<file path="src/rtl/router_pkg.sv">
// router_pkg
// Shared definitions for the router input arbiter: FSM state encoding,
// beat field widths and the default idle timeout.
package router_pkg;

    // Arbiter FSM: IDLE picks a new owner, LOCKED forwards that owner's packet.
    typedef enum logic {
        ST_IDLE   = 1'b0,
        ST_LOCKED = 1'b1
    } state_t;

    localparam int PAYLOAD_W       = 8;
    localparam int ADDR_W          = 2;
    localparam int TYPE_W          = 2;
    localparam int TIMEOUT_DEFAULT = 16;

endpackage

</file>
<file path="src/rtl/rr_arbiter.sv">
// rr_arbiter
// Combinational round-robin priority pick. The search starts at ptr and
// walks upward, wrapping past NUM_REQ-1 back to 0 (NUM_REQ is a power of
// two, so the wrap is plain index overflow).
// Ports:
//   req     - request vector
//   ptr     - index with highest priority this cycle
//   gnt     - one-hot grant (all zero when nothing requests)
//   gnt_idx - index of the granted requester (0 when nothing requests)
//   any_gnt - high when some requester was granted
module rr_arbiter #(
    parameter int NUM_REQ = 4
) (
    input  logic [NUM_REQ-1:0]         req,
    input  logic [$clog2(NUM_REQ)-1:0] ptr,
    output logic [NUM_REQ-1:0]         gnt,
    output logic [$clog2(NUM_REQ)-1:0] gnt_idx,
    output logic                       any_gnt
);

    localparam int IDX_W = $clog2(NUM_REQ);

    logic [IDX_W-1:0] cand_s;
    logic             hit_s;

    // Priority scan from ptr upward; the first requesting index wins.
    always_comb begin
        cand_s  = '0;
        hit_s   = 1'b0;
        gnt     = '0;
        gnt_idx = '0;
        any_gnt = 1'b0;
        for (int i = 0; i < NUM_REQ; i++) begin
            cand_s  = ptr + IDX_W'(i);
            hit_s   = req[cand_s] & ~any_gnt;
            gnt_idx = hit_s ? cand_s : gnt_idx;
            any_gnt = any_gnt | hit_s;
        end
        gnt[gnt_idx] = any_gnt;
    end

endmodule

</file>
<file path="src/rtl/router_input_arbiter.sv">
// router_input_arbiter
// Shares one router input among NUM_REQ requesters. A round-robin winner is
// registered in IDLE and owns the output until its end-of-packet beat
// transfers, or until its valid stays low for TIMEOUT consecutive cycles.
// Ports:
//   clk, reset            - clock, synchronous active-high reset
//   req_valid/req_eop     - per-requester beat valid / end-of-packet
//   req_dest_addr/req_packet_type/req_payload - per-requester beat fields (packed)
//   req_ready             - per-requester beat accept
//   out_valid/out_*/out_ready - beat toward the router
//   grant_id              - current (or last) owner index
//   busy                  - grant held
//   timeout_err           - one-cycle pulse when a grant is revoked by timeout
module router_input_arbiter
    import router_pkg::*;
#(
    parameter int NUM_REQ = 4,
    parameter int TIMEOUT = TIMEOUT_DEFAULT
) (
    input  logic                         clk,
    input  logic                         reset,
    input  logic [NUM_REQ-1:0]           req_valid,
    input  logic [NUM_REQ*ADDR_W-1:0]    req_dest_addr,
    input  logic [NUM_REQ*TYPE_W-1:0]    req_packet_type,
    input  logic [NUM_REQ*PAYLOAD_W-1:0] req_payload,
    input  logic [NUM_REQ-1:0]           req_eop,
    output logic [NUM_REQ-1:0]           req_ready,
    output logic                         out_valid,
    output logic [ADDR_W-1:0]            out_dest_addr,
    output logic [TYPE_W-1:0]            out_packet_type,
    output logic [PAYLOAD_W-1:0]         out_payload,
    output logic                         out_eop,
    input  logic                         out_ready,
    output logic [$clog2(NUM_REQ)-1:0]   grant_id,
    output logic                         busy,
    output logic                         timeout_err
);

    localparam int IDX_W = $clog2(NUM_REQ);
    localparam int CNT_W = $clog2(TIMEOUT + 1);
    // Count value on the last tolerated idle cycle; one more idle cycle revokes.
    localparam logic [CNT_W-1:0] CNT_LAST = CNT_W'(TIMEOUT - 1);

    state_t             state_r;
    logic [IDX_W-1:0]   rr_ptr_r;
    logic [IDX_W-1:0]   grant_id_r;
    logic [NUM_REQ-1:0] grant_oh_r;
    logic [CNT_W-1:0]   idle_cnt_r;
    logic               timeout_err_r;

    logic [NUM_REQ-1:0] arb_gnt_s;
    logic [IDX_W-1:0]   arb_idx_s;
    logic               arb_any_s;
    logic               owner_valid_s;
    logic               owner_eop_s;
    logic               xfer_s;

    rr_arbiter #(
        .NUM_REQ (NUM_REQ)
    ) u_rr_arbiter (
        .req     (req_valid),
        .ptr     (rr_ptr_r),
        .gnt     (arb_gnt_s),
        .gnt_idx (arb_idx_s),
        .any_gnt (arb_any_s)
    );

    assign owner_valid_s = req_valid[grant_id_r];
    assign owner_eop_s   = req_eop[grant_id_r];

    assign grant_id    = grant_id_r;
    assign busy        = (state_r == ST_LOCKED);
    assign timeout_err = timeout_err_r;

    // Output beat mux: only the locked owner reaches the router; IDLE forces
    // everything low so a new request never leaks straight through.
    always_comb begin
        out_valid       = 1'b0;
        out_dest_addr   = '0;
        out_packet_type = '0;
        out_payload     = '0;
        out_eop         = 1'b0;
        req_ready       = '0;
        xfer_s          = 1'b0;
        if (state_r == ST_LOCKED) begin
            out_valid       = owner_valid_s;
            out_dest_addr   = req_dest_addr[grant_id_r*ADDR_W +: ADDR_W];
            out_packet_type = req_packet_type[grant_id_r*TYPE_W +: TYPE_W];
            out_payload     = req_payload[grant_id_r*PAYLOAD_W +: PAYLOAD_W];
            out_eop         = owner_eop_s;
            req_ready       = grant_oh_r & {NUM_REQ{out_ready}};
            xfer_s          = owner_valid_s & out_ready;
        end else begin
            out_valid = 1'b0;
            req_ready = '0;
        end
    end

    // Grant FSM, round-robin pointer and idle-timeout counter.
    always_ff @(posedge clk) begin
        if (reset) begin
            state_r       <= ST_IDLE;
            rr_ptr_r      <= '0;
            grant_id_r    <= '0;
            grant_oh_r    <= '0;
            idle_cnt_r    <= '0;
            timeout_err_r <= 1'b0;
        end else begin
            timeout_err_r <= 1'b0;
            case (state_r)
                ST_IDLE: begin
                    idle_cnt_r <= '0;
                    if (arb_any_s) begin
                        state_r    <= ST_LOCKED;
                        grant_id_r <= arb_idx_s;
                        grant_oh_r <= arb_gnt_s;
                    end else begin
                        state_r <= ST_IDLE;
                    end
                end
                ST_LOCKED: begin
                    if (xfer_s && owner_eop_s) begin
                        state_r    <= ST_IDLE;
                        rr_ptr_r   <= grant_id_r + IDX_W'(1);
                        idle_cnt_r <= '0;
                    end else if (owner_valid_s) begin
                        // Owner is present (possibly stalled by out_ready): not idle.
                        idle_cnt_r <= '0;
                    end else if (idle_cnt_r == CNT_LAST) begin
                        state_r       <= ST_IDLE;
                        rr_ptr_r      <= grant_id_r + IDX_W'(1);
                        idle_cnt_r    <= '0;
                        timeout_err_r <= 1'b1;
                    end else begin
                        idle_cnt_r <= idle_cnt_r + CNT_W'(1);
                    end
                end
                default: begin
                    state_r <= ST_IDLE;
                end
            endcase
        end
    end

endmodule

</file>
<file path="config.mk">
export PLATFORM = sky130hd
export DESIGN_NAME = router_input_arbiter
export DESIGN_NICKNAME = d
export VERILOG_FILES = /design/src/rtl/router_pkg.sv /design/src/rtl/rr_arbiter.sv /design/src/rtl/router_input_arbiter.sv
export SDC_FILE = /design/constraint.sdc
export NUM_CORES = 1
export LEC_CHECK = 0
export ABC_AREA = 0
export CORE_ASPECT_RATIO = 0.9
export CORE_MARGIN = 2
export CORE_UTILIZATION = 32
export CTS_CLUSTER_SIZE = 12
export DETAILED_ROUTE_END_ITERATION = 8
export HOLD_SLACK_MARGIN = 0.08
export PLACE_DENSITY_LB_ADDON = 0.2
export SLEW_MARGIN = 20
export SYNTH_ARGS = -nofsm -noshare
export SYNTH_HDL_FRONTEND = slang
export SYNTH_SLANG_ARGS = --single-unit
</file>
<file path="constraint.sdc">
create_clock -name clk -period 1.6 [get_ports clk]
set_input_delay 0.32 -clock clk [delete_from_list [all_inputs] [get_ports clk]]
set_output_delay 0.32 -clock clk [all_outputs]
set_load 0.01 [all_outputs]
</file>
==> results of run 1 <==
==> worst min-delay path by stage <==
stage / start / end / depth (start not counted)
6_report: grant_oh_r[1] / grant_oh_r[1] / 2
5_1_grt: grant_oh_r[2] / grant_oh_r[2] / 2
4_1_cts: grant_oh_r[1] / grant_oh_r[1] / 2
3_5_place_dp: grant_oh_r[1] / grant_oh_r[1] / 2
3_3_place_gp: grant_oh_r[2] / grant_oh_r[2] / 2
2_1_floorplan: idle_cnt_r[0] / idle_cnt_r[0] / 1
==> timing repair <==
item,CTS,global route
pin swaps,18,5
gates resized for setup,93,17
setup endpoints to repair,31,27
buffers inserted,3,1
cloned,0,0
==> area by class of cell <==
type	instances	share of cell area [%]
clock buffer	3	1.78
inverter	4	0.647
tap	44	2.37
clock inverter	1	0.216
multi-input combinational	94	37.9
timing repair buffer	104	43.9
sequential	15	13.2
==> worst reg2reg max path, stage by stage (launching register included) <==
cell and delay (ns):
dfxtp_4 0.39, buf_6 0.11, mux4_2 0.52, buf_6 0.14
or4b_4 0.53, nor2_1 0.11
==> registers in the layout, summed over array words and instances, names as in the netlist <==
| signal | count |
|---|---|
| busy | 1 |
| grant_id | 2 |
| grant_oh_r | 4 |
| idle_cnt_r | 5 |
| rr_ptr_r | 2 |
| timeout_err | 1 |
==> routing by layer <==
metal	wire length (µm)	GRT usage [%]
met1	1550	21.7
met2	2170	34.5
met3	257	4.75
met4	72	5.83
met5	0	0
==> power groups by stage <==
stage	logic (µW)	registers [µW]	clock network, µW
final	531	400	312
after global routing	566	403	336
after CTS	502	399	316
after detailed placement	491	407	0
after global placement	480	407	0
after floorplan	190	407	0
==> cells in the mapped netlist, drive strengths merged <==
| cell type | n | area [µm²] |
|---|---|---|
| a211oi | 1 | 7.51 |
| a21o | 1 | 7.51 |
| a21oi | 10 | 50.1 |
| and2 | 13 | 81.3 |
| and3 | 5 | 31.3 |
| and4bb | 1 | 12.5 |
| buf | 2 | 16.3 |
| clkbuf | 6 | 22.5 |
| dfxtp | 15 | 300 |
| ha | 2 | 25.0 |
| inv | 4 | 15.0 |
| mux2 | 3 | 33.8 |
| mux2i | 1 | 10.0 |
| mux4 | 13 | 308 |
| nand2 | 10 | 37.5 |
| nand2b | 2 | 12.5 |
| nand3 | 2 | 10.0 |
| nand3b | 2 | 15.0 |
| nand4 | 1 | 6.26 |
| nor2 | 11 | 41.3 |
| nor2b | 5 | 31.3 |
| nor3b | 1 | 7.51 |
| nor4 | 1 | 6.26 |
| o22a | 1 | 8.76 |
| o22ai | 1 | 6.26 |
| o31ai | 1 | 7.51 |
| or2 | 1 | 6.26 |
| or3 | 1 | 6.26 |
| or4b | 1 | 13.8 |
| xnor2 | 2 | 17.5 |
| xor2 | 1 | 8.76 |
==> logic make-up (layout without fill, tap and decap cells) <==
family / after synthesis / in the layout / synth area share [%]
adders and majority gates: 2 / 2 / 2.15
AOI/OAI and AO/OA: 15 / 15 / 7.53
buffers and inverters: 12 / 112 / 4.62
and+or+nand+nor: 57 / 57 / 27.4
DFF: 15 / 15 / 25.8
muxes: 17 / 17 / 30.2
xor gates and xnor gates: 3 / 3 / 2.26
==> through the flow <==
stage          std cells  worst slack, ns  cell area [µm²]  total power [µW]
2_1_floorplan        121           -0.112             1180               598
3_3_place_gp         257           -0.610             2180               887
3_5_place_dp         257           -0.623             2180               898
4_1_cts              264           -0.266             2240              1220
5_1_grt              265           -0.324             2320              1310
6_report             265           -0.275             2320              1240
==> flow_summary.yaml, run 1 <==
worst_setup_path:
  path_common_cell: "buf_6"
  path_cells: "buf_6, mux4_2, and2_4, buf_6"
  crit_end: "out_valid"
  path_class: "flop to primary output"
  r2r_end: "idle_cnt_r[2]"
  cp_num_buf_inv: 2
  regToRegSetupSlack_ns: -0.28
  critPathLaunchType: "flop"
  reg2reg_depth: 5
  cp_slowest_cell: "mux4_2"
  critical_path.top_delay_family: "multiplexers"
  cp_slowest_stage_delay_ns: 0.52
  crit_required_ns: 1.28
  crit_cells: 4
  timing.rr.start: "grant_id[0]"
  worstSetupStartpoint: "grant_id[0]"
  worst_setup_path_end_kind: "primary output"
  path_max_fanout: 4
  crit_arrival_ns: 1.56
timing:
  timing.final.max_slew_violations: 0
  finClkSkew_ns: 0.00233
  final_hold_viol_count: 0
  min_period_ns: 1.88
  setup_slack_ns: -0.275
  fmax_ghz: 0.533
  tns_ns: -5.44
  rsz0062_at_grt: "true"
  relSlewSlack_pct: 76.5
  whs_ns: 0.456
  period_share_pct: 117
  worst_slew_pin_slew_ns: 0.349
  report.final.setup_viol: 22
route:
  drtIter0Drc: 29
  via_per_inst: 4.98
  drc: 0
  ant_nets: 0
  drt_first_pass_iters: 4
  routed_wl_um: 4050
  num_vias: 1319
  wl_per_cell_um: 15.3
power_and_ir_drop:
  p_int_uw: 914
  p_comb_share_pct: 42.7
  p_leak_uw: 0.000983
  switchingPower_uw: 329
  p_seq_share_pct: 32.2
  swShare_pct: 26.5
  clock_power_share_pct: 25.1
  peakVddDrop_uv: 463
  powerDensity_mw_per_mm2: 536
placed_design:
  dpl.hpwl_um: 3110
  gp_congestion: 0.744
  portBuffers: 80
job:
  max-cap-violations: 0
floorplan:
  ios: 81
  die_h_um: 61.2
  std_cell_rows: 20
  die_w_um: 67.6
  dieArea_mm2: 0.00414
  start_util_pct: 33.9
  core_mm2: 0.00343
clock_tree:
  clock_sinks: 15
  htree_levels: 1
  cts_tree: "yes"
  cts_buffer_depth: 2
  ctsHoldBuffers: 0
  clkTransAtPathRegs_ns: 0.06
  cts-root-buf: "clkbuf_8"
  clock_latency_ns: 0.25
  cts_buffers: 3
synth:
  syn-mean-instance-area_um2: 9.62
  syn-cell-area_mm2: 0.00116
  ys_seq_area_share_pct: 25.8
  syn_nets: 182
  synth_cells: 121
  ys_ff_latch: 15
  synthDistinctLibCells: 33
  ys_warn_count: 0
layout:
  multi_input_area_um2: 880
  seqCellArea_um2: 305
  layout_commonest_cell: "clkdlybuf4s50_1"
  finish.utilization_pct: 67.7
  antennaDiodeCount: 0
  mostFrequentLayoutCells: "54 x clkdlybuf4s50_1, 14 x buf_6, 13 x mux4_2, 13 x dfxtp_1, 13 x buf_4"
  nNetsFinal: 283
  fill_cells: 272
  area_growth_pct: 99.4
  drive_above_1_share_pct: 36.2
grt:
  grt_pass1_wl_um: 5840
  antenna_found_initial: 0
  grt-ovfl-total: 0
  grt_max_degree: 20
  grt.total_usage_pct: 18.8
  grt_pass1_vias: 1302
outcome:
  outcome: "finished, violations left"
  violations: "negative setup slack"
worst_hold_path:
  hold_path.class: "flop to flop"
Power figures use the tool's default switching activity.
==> inputs of run 2 (changes only) <==
- CTS_CLUSTER_DIAMETER: not set -> 30
==> results of run 2 <==
No change in the layout: final DEF, timing and power equal those of run 1.
